### config.mk
export PLATFORM = sky130hd
export DESIGN_NAME = rock_actuator
export DESIGN_NICKNAME = d
export VERILOG_FILES = /design/src/rtl/rock_pkg.sv /design/src/rtl/rock_pwm.sv /design/src/rtl/rock_actuator.sv
export SDC_FILE = /design/constraint.sdc
export NUM_CORES = 1
export LEC_CHECK = 0
export BUFFER_PORTS_ARGS = -buffer_cell sky130_fd_sc_hd__buf_2
export CAP_MARGIN = 10
export CELL_PAD_IN_SITES_DETAIL_PLACEMENT = 0
export CELL_PAD_IN_SITES_GLOBAL_PLACEMENT = 1
export CORE_ASPECT_RATIO = 0.75
export CORE_UTILIZATION = 35
export DETAILED_ROUTE_END_ITERATION = 6
export PLACE_DENSITY = 0.62
export SLEW_MARGIN = 20
export SYNTH_ARGS = -nofsm -noshare
export SYNTH_HDL_FRONTEND = slang
export SYNTH_SLANG_ARGS = --single-unit
### constraint.sdc
create_clock -name clk -period 2.35 [get_ports clk]
set_input_delay 0.47 -clock clk [delete_from_list [all_inputs] [get_ports clk]]
set_output_delay 0.47 -clock clk [all_outputs]
set_load 0.05 [all_outputs]
### src/rtl/rock_pkg.sv
`default_nettype none
// ============================================================================
// Package     : rock_pkg
// Description : Types and constants shared by the rocking controller blocks
//               (actuator, PWM stage and the path-finding decision logic).
// Revision    : 1.0 - initial release
// ============================================================================
package rock_pkg;

    // Swing sequencer states
    typedef enum logic [1:0] {
        IDLE = 2'd0,
        FWD  = 2'd1,
        BACK = 2'd2,
        STOP = 2'd3
    } rock_state_t;

    // Level widths shared with the decision logic
    localparam int C_FREQ_W   = 8;
    localparam int C_AMP_W    = 6;

    // Levels loaded at reset
    localparam int C_FREQ_DEF = 50;
    localparam int C_AMP_DEF  = 32;

endpackage : rock_pkg
`default_nettype wire

### src/rtl/rock_pwm.sv
`default_nettype none
// ============================================================================
// Module      : rock_pwm
// Description : Motor magnitude PWM. A free-running ramp is compared against
//               the amplitude level; the result is registered, so motor_pwm
//               lags the compare by one clock. Output is forced low while the
//               swing sequencer is inactive.
// Revision    : 1.0 - initial release
// ============================================================================
module rock_pwm #(
    parameter int AMP_W = 6
) (
    input  logic             clk,
    input  logic             reset,
    input  logic [AMP_W-1:0] amp_level,
    input  logic             active,
    output logic             motor_pwm
);

    logic [AMP_W-1:0] r_cnt;

    // Free-running ramp, wraps naturally at 2^AMP_W
    always_ff @(posedge clk or posedge reset) begin
        if (reset) begin
            r_cnt <= '0;
        end else begin
            r_cnt <= r_cnt + AMP_W'(1);
        end
    end

    // Registered compare; amp_level = 0 can never win so the output stays low
    always_ff @(posedge clk or posedge reset) begin
        if (reset) begin
            motor_pwm <= 1'b0;
        end else begin
            motor_pwm <= active && (r_cnt < amp_level);
        end
    end

endmodule : rock_pwm
`default_nettype wire

### src/rtl/rock_actuator.sv
`default_nettype none
// ============================================================================
// Module      : rock_actuator
// Description : Command-executing end of the rocking controller. Runs the
//               forward/back swing sequence at the current frequency level,
//               collects adjust requests as sticky flags and applies them at
//               the end of each back swing, and drives the cradle motor with a
//               direction bit plus a PWM magnitude.
// Revision    : 1.0 - initial release
// ============================================================================
module rock_actuator
    import rock_pkg::*;
#(
    parameter int PRESCALE  = 1000,
    parameter int FREQ_W    = C_FREQ_W,
    parameter int AMP_W     = C_AMP_W,
    parameter int FREQ_MIN  = 4,
    parameter int FREQ_MAX  = 200,
    parameter int FREQ_DEF  = C_FREQ_DEF,
    parameter int FREQ_STEP = 2,
    parameter int AMP_DEF   = C_AMP_DEF,
    parameter int AMP_STEP  = 4
) (
    input  logic              clk,
    input  logic              reset,
    input  logic              enable,
    input  logic              f_plus,
    input  logic              f_min,
    input  logic              a_plus,
    input  logic              a_min,
    output logic              motor_dir,
    output logic              motor_pwm,
    output logic              cycle_done,
    output logic              cmd_ack,
    output logic              limit_hit,
    output logic [FREQ_W-1:0] freq_level,
    output logic [AMP_W-1:0]  amp_level
);

    // ------------------------------------------------------------------
    // Widths and constants. Level arithmetic is one bit wider than the
    // level itself so a step past either end is seen instead of wrapping.
    // ------------------------------------------------------------------
    localparam int PS_W = (PRESCALE > 2) ? $clog2(PRESCALE) : 1;
    localparam int FW1  = FREQ_W + 1;
    localparam int AW1  = AMP_W + 1;

    localparam logic [PS_W-1:0] C_PS_LAST     = PS_W'(PRESCALE - 1);
    localparam logic [FW1-1:0]  C_HP_BASE     = FW1'(FREQ_MAX + FREQ_MIN);
    localparam logic [FW1-1:0]  C_FMAX        = FW1'(FREQ_MAX);
    localparam logic [FW1-1:0]  C_FSTEP       = FW1'(FREQ_STEP);
    localparam logic [FW1-1:0]  C_FMIN_P_STEP = FW1'(FREQ_MIN + FREQ_STEP);
    localparam logic [AW1-1:0]  C_AMAX        = AW1'((1 << AMP_W) - 1);
    localparam logic [AW1-1:0]  C_ASTEP       = AW1'(AMP_STEP);

    // ------------------------------------------------------------------
    // Declarations
    // ------------------------------------------------------------------
    rock_state_t       r_state;
    logic [PS_W-1:0]   r_presc;
    logic [FW1-1:0]    r_swing;
    logic              r_pend_fp;
    logic              r_pend_fm;
    logic              r_pend_ap;
    logic              r_pend_am;

    logic              w_tick;
    logic              w_presc_clr;
    logic [FW1-1:0]    w_hp;
    logic              w_swing_end;
    logic              w_apply;
    logic              w_any_pend;

    logic [FW1-1:0]    w_f_up;
    logic [FW1-1:0]    w_f_dn;
    logic [AW1-1:0]    w_a_up;
    logic [AW1-1:0]    w_a_dn;
    logic [FREQ_W-1:0] w_freq_next;
    logic [AMP_W-1:0]  w_amp_next;
    logic              w_f_clamp;
    logic              w_a_clamp;

    // ------------------------------------------------------------------
    // Swing timing. The half period shrinks as the level rises; since the
    // level only moves at the end of a back swing, a new value first
    // shapes the following forward swing.
    // ------------------------------------------------------------------
    assign w_tick      = (r_presc == C_PS_LAST);
    assign w_hp        = C_HP_BASE - {1'b0, freq_level};
    assign w_swing_end = w_tick && (r_swing == (w_hp - FW1'(1)));
    assign w_apply     = ((r_state == BACK) || (r_state == STOP)) && w_swing_end;
    assign w_any_pend  = r_pend_fp | r_pend_fm | r_pend_ap | r_pend_am;

    // Prescaler restarts on entry to STOP so the back stroke gets a full half period
    assign w_presc_clr = (r_state == IDLE) || ((r_state == FWD) && !enable);

    // Prescaler: divides clk down to swing ticks while a swing is in progress
    always_ff @(posedge clk or posedge reset) begin
        if (reset) begin
            r_presc <= '0;
        end else if (w_presc_clr || w_tick) begin
            r_presc <= '0;
        end else begin
            r_presc <= r_presc + PS_W'(1);
        end
    end

    // ------------------------------------------------------------------
    // Next levels from the pending flags. Opposing requests cancel.
    // ------------------------------------------------------------------
    assign w_f_up = {1'b0, freq_level} + C_FSTEP;
    assign w_f_dn = {1'b0, freq_level} - C_FSTEP;
    assign w_a_up = {1'b0, amp_level} + C_ASTEP;
    assign w_a_dn = {1'b0, amp_level} - C_ASTEP;

    // Frequency step with clamping to FREQ_MIN..FREQ_MAX
    always_comb begin
        w_freq_next = freq_level;
        w_f_clamp   = 1'b0;
        if (r_pend_fp && !r_pend_fm) begin
            if (w_f_up > C_FMAX) begin
                w_freq_next = FREQ_W'(FREQ_MAX);
                w_f_clamp   = 1'b1;
            end else begin
                w_freq_next = w_f_up[FREQ_W-1:0];
            end
        end else if (r_pend_fm && !r_pend_fp) begin
            if ({1'b0, freq_level} < C_FMIN_P_STEP) begin
                w_freq_next = FREQ_W'(FREQ_MIN);
                w_f_clamp   = 1'b1;
            end else begin
                w_freq_next = w_f_dn[FREQ_W-1:0];
            end
        end
    end

    // Amplitude step with clamping to the full 0..2^AMP_W-1 range
    always_comb begin
        w_amp_next = amp_level;
        w_a_clamp  = 1'b0;
        if (r_pend_ap && !r_pend_am) begin
            if (w_a_up > C_AMAX) begin
                w_amp_next = C_AMAX[AMP_W-1:0];
                w_a_clamp  = 1'b1;
            end else begin
                w_amp_next = w_a_up[AMP_W-1:0];
            end
        end else if (r_pend_am && !r_pend_ap) begin
            if ({1'b0, amp_level} < C_ASTEP) begin
                w_amp_next = '0;
                w_a_clamp  = 1'b1;
            end else begin
                w_amp_next = w_a_dn[AMP_W-1:0];
            end
        end
    end

    // Sticky request flags; on the apply clock they reload from the live
    // inputs so a request arriving right then carries into the next cycle
    always_ff @(posedge clk or posedge reset) begin
        if (reset) begin
            r_pend_fp <= 1'b0;
            r_pend_fm <= 1'b0;
            r_pend_ap <= 1'b0;
            r_pend_am <= 1'b0;
        end else if (w_apply) begin
            r_pend_fp <= f_plus;
            r_pend_fm <= f_min;
            r_pend_ap <= a_plus;
            r_pend_am <= a_min;
        end else begin
            r_pend_fp <= r_pend_fp | f_plus;
            r_pend_fm <= r_pend_fm | f_min;
            r_pend_ap <= r_pend_ap | a_plus;
            r_pend_am <= r_pend_am | a_min;
        end
    end

    // Swing sequencer with registered direction, pulses and level registers
    always_ff @(posedge clk or posedge reset) begin
        if (reset) begin
            r_state    <= IDLE;
            r_swing    <= '0;
            motor_dir  <= 1'b0;
            cycle_done <= 1'b0;
            cmd_ack    <= 1'b0;
            limit_hit  <= 1'b0;
            freq_level <= FREQ_W'(FREQ_DEF);
            amp_level  <= AMP_W'(AMP_DEF);
        end else begin
            cycle_done <= 1'b0;
            cmd_ack    <= 1'b0;
            limit_hit  <= 1'b0;
            case (r_state)
                IDLE: begin
                    r_swing   <= '0;
                    motor_dir <= 1'b0;
                    if (enable) begin
                        r_state <= FWD;
                    end
                end
                FWD: begin
                    if (!enable) begin
                        // Abandon the forward stroke but still complete a full return
                        r_state   <= STOP;
                        r_swing   <= '0;
                        motor_dir <= 1'b1;
                    end else if (w_swing_end) begin
                        r_state   <= BACK;
                        r_swing   <= '0;
                        motor_dir <= 1'b1;
                    end else if (w_tick) begin
                        r_swing <= r_swing + FW1'(1);
                    end
                end
                BACK, STOP: begin
                    if (w_swing_end) begin
                        cycle_done <= 1'b1;
                        cmd_ack    <= w_any_pend;
                        limit_hit  <= w_f_clamp | w_a_clamp;
                        freq_level <= w_freq_next;
                        amp_level  <= w_amp_next;
                        r_swing    <= '0;
                        motor_dir  <= 1'b0;
                        // STOP always parks; enable seen during STOP is ignored
                        r_state    <= ((r_state == BACK) && enable) ? FWD : IDLE;
                    end else if (w_tick) begin
                        r_swing <= r_swing + FW1'(1);
                    end
                end
                default: begin
                    r_state   <= IDLE;
                    r_swing   <= '0;
                    motor_dir <= 1'b0;
                end
            endcase
        end
    end

    // ------------------------------------------------------------------
    // PWM magnitude stage
    // ------------------------------------------------------------------
    rock_pwm #(
        .AMP_W (AMP_W)
    ) u_pwm (
        .clk       (clk),
        .reset     (reset),
        .amp_level (amp_level),
        .active    (r_state != IDLE),
        .motor_pwm (motor_pwm)
    );

endmodule : rock_actuator
`default_nettype wire

==> impl_results.md <==
- Largest net degree at the start of global routing: 20
- CTS Buf Count: 5
- Tot GR Track Use: 0.1741
- FF+latch count, synth: 48
- Placed cells: 476
- Post-synth EDFFs: 0
- FFs w/ async S/R, synth: 1.000
- HP Class: primary input to asynchronous set/reset pin
- CP max-delay cell: or4_4
- HPWL Detailed: 5.311 mm
- Final Net Count: 412
- Synthesized area per cell: 9.339 sq um
- Max frequency: 0.4068 GHz
- First-pass GRT wire length: about 12 mm
- CORE AREA: 0.008128 sq mm
- Total grt overflow: 0
- Residual DRC: 0
- R2R setup slack: -110 ps
- Die ar.: 0.008998 sq mm
- Synth-to-Final Area Change: 26.92%
- Vias in the first global route: 2,404
- Fraction of layout cells with a size suffix above 1: 0.2865
- Worst setup SP type: flop
- Maxcap violations: 0
- PwrDens: 519.8 mW/mm^2
- Syn nets: 352
- Logic pwr share: 0.091
- Worst slew margin: 0.6252
- Final Cycle Share: 1.046
- Pre-CTS setup slack: -186.9 ps
- Layer with the highest usage: met2
- Max Slew Vio Count: 0
- Clock power share: 0.431
- ANT cells: 0
- Most common cell on crit path: or4_4
- Initial antenna violation count: 0
- Starting density of the core: 0.3712
- Clock buffer depth: 2
- Die Width: approximately 110 microns
- # rows: 28
- Netlist Area Pre-Place: between 0.003 and 0.004 sq mm
- Final worst slack: -108.1 ps
- Final-layout fill cell count: 806
- Iter 0 DRT Violations: 115
- Hold Fails Final Rpt: 0
- PortBufs: 24
- Drt first pass iters: 4
- Crit. End Element: flop
- Sequential share of power: 0.478
- Status: finished with violations
- Synth Warn #: 0
- CTS tree: done
- Synth Flop Type: dfrtp_1
- Worst VDD drop: 0.0002883 V
- TNS Setup: -389.5 ps
- Via density: 5.025
- Met2 usage: 0.2648
- Final wirelength: roughly 7.2 mm
- Final ANT Viol Nets: 0
- CP Class: flop to flop
- GP Congestion: roughly 0.82
- Critical path required time: 2520 ps
- Pleak: 0.001860 uW
- Root buf cell: clkbuf_16
- Post-Synthesis Cells: 323
- IO Count: 26
- Sequential share of the synthesized area: 0.3998
- Final min period: ~2500 ps
- Wirelength per Cell: 14.79 microns
- Pint: 1536 uW
- Crit path largest cell delay: roughly 560 ps
- Failing checks: negative setup slack
- Final cell count without fillers: just under 500
- Setup-failing EPs final: 11
- Skew-Pair Late Insertion Delay: about 280 ps
- Final Skew: 7.409 ps
- Clk slew on worst S/H paths: 70 ps
- Worst path arrival time: 2630 ps
- Switching fraction of total power: 0.2280
- Hold_buf cts: 0
- Critical path fanouts, max: 7
- Pwr Total: 1990 uW
- Slew @ Worst Pin: 554.4 ps
- GR Util met3: 0.02904
- Fin Hold WS: 130.6 ps
- Met1 Resource Use GR: 0.2616
- Htree depth: 2
- Total number of vias: around 2,500
- Critical path, cell by cell: a211o_1, and3_1, or4_4, or4_4, mux2_4
- Die H: approximately 80 microns
- Switching power: approximately 450 uW
- Post-synth cell types: 55
- Clk sink count: 48
- RSZ-0062 raised after global routing: true
## stage by stage
stage | util | cell area, sq um
after global routing | 0.4711 | 3829
after detailed placement | 0.4313 | 3506
after floorplan | - | 3049
final | 0.4711 | 3829
after CTS | 0.4634 | 3766
after global placement | 0.4313 | 3506
## synth_stat cells (6+ instances only)
cell type,number,area share
a21o_1,9,0.022
dfrtp_1,44,0.36
ha_1,22,0.091
nand2_1,22,0.027
nor2_1,33,0.041
xnor2_1,14,0.041
a31oi_1,6,0.012
clkbuf_1,9,0.011
xor2_1,17,0.049
o21ai_0,10,0.017
nand3_1,13,0.022
nand4_1,8,0.017
inv_1,23,0.029
nand2b_1,6,0.012
a21oi_1,14,0.023
and3_1,8,0.017
## layout make-up
class | instances | area (sq um) | area share
well taps | 105 | 131.4 | 0.03431
flip-flops and latches | 48 | 1215 | 0.3173
clock inverters | 1 | 30.03 | 0.007843
clock buffers | 7 | 152.6 | 0.03987
repair buffers | 66 | 442.9 | 0.1157
multi-input cells | 239 | 1770 | 0.4624
inverters | 23 | 86.33 | 0.02255
## power by group through the flow
stage               combinational, uW  clock [uW]  sequential, uW
floorplan                         134           0             958
global placement                  183           0             965
detailed placement                185           0             965
CTS                               185         877             950
global route                      209         914             960
finish                            182         857             951
## cell families (layout without fill, tap and decap cells)
family | after synthesis | after routing | synth area share
buffers and inverters | 37 | 97 | 0.05391
adder cells (fa/ha/maj) | 23 | 23 | 0.09457
AND/OR/NAND/NOR | 111 | 112 | 0.1904
multiplexers | 5 | 5 | 0.01783
AO/OA/AOI/OAI | 67 | 67 | 0.1522
other | 1 | 1 | 0.001243
flip-flops | 48 | 48 | 0.3998
XOR/XNOR | 31 | 31 | 0.09000
## timing repair
action,in CTS,in global routing
pin swaps,7,9
buffers inserted,4,0
gates resized for setup,10,12
gates cloned,1,0
setup endpoints to repair,27,31
## metal layers
metal	up-vias	share of wire
met3	2	0.034
met1	1166	0.54
met5	-	0
met4	0	0.0037
met2	33	0.42
li1	1256	-
## flip-flops by register name, indices dropped and copies added, names as in the netlist, 2 cells and up
register     flops
r_presc         10
freq_level       7
amp_level        5
r_state          2
u_pwm.r_cnt      6
r_swing          9
## worst paths after layout
path,to,from,cells past startpoint
hold / removal,r_presc[2],reset,2
setup reg to reg,freq_level[7],freq_level[2],5
setup / recovery,freq_level[7],freq_level[2],5
min in group clk,r_pend_ap,a_plus,2
hold reg to reg,u_pwm.r_cnt[0],u_pwm.r_cnt[0],1
max in group asynchronous,amp_level[5],reset,3
## worst max-delay path, delay by kind of cell (launching register included)
kind	cells	cell delay (ps)
simple gates	3	1250
flops	1	500
compound gates	1	280
mux	1	320
## cells in the final DEF (no fill, tap or decap), drive strengths merged, types with 3 or more instances in the layout
| cell | synthesis | final |
|---|---|---|
| a31oi | 6 | 6 |
| or4 | 4 | 5 |
| ha | 22 | 22 |
| mux2 | 3 | 3 |
| nand2 | 22 | 22 |
| dfrtp | 44 | 44 |
| buf | 5 | 66 |
| xnor2 | 14 | 14 |
| nand2b | 6 | 6 |
| dfstp | 4 | 4 |
| nand4 | 8 | 8 |
| and3 | 8 | 8 |
| nor3 | 4 | 4 |
| a21o | 9 | 9 |
| xor2 | 17 | 17 |
| clkbuf | 9 | 7 |
| or2 | 3 | 3 |
| a21oi | 14 | 14 |
| nand3 | 13 | 13 |
| inv | 23 | 23 |
| a211o | 3 | 3 |
| o21ai | 11 | 11 |
| nor2 | 33 | 33 |
| nor4 | 4 | 4 |
Note: power is estimated with default switching activity, not from simulation.
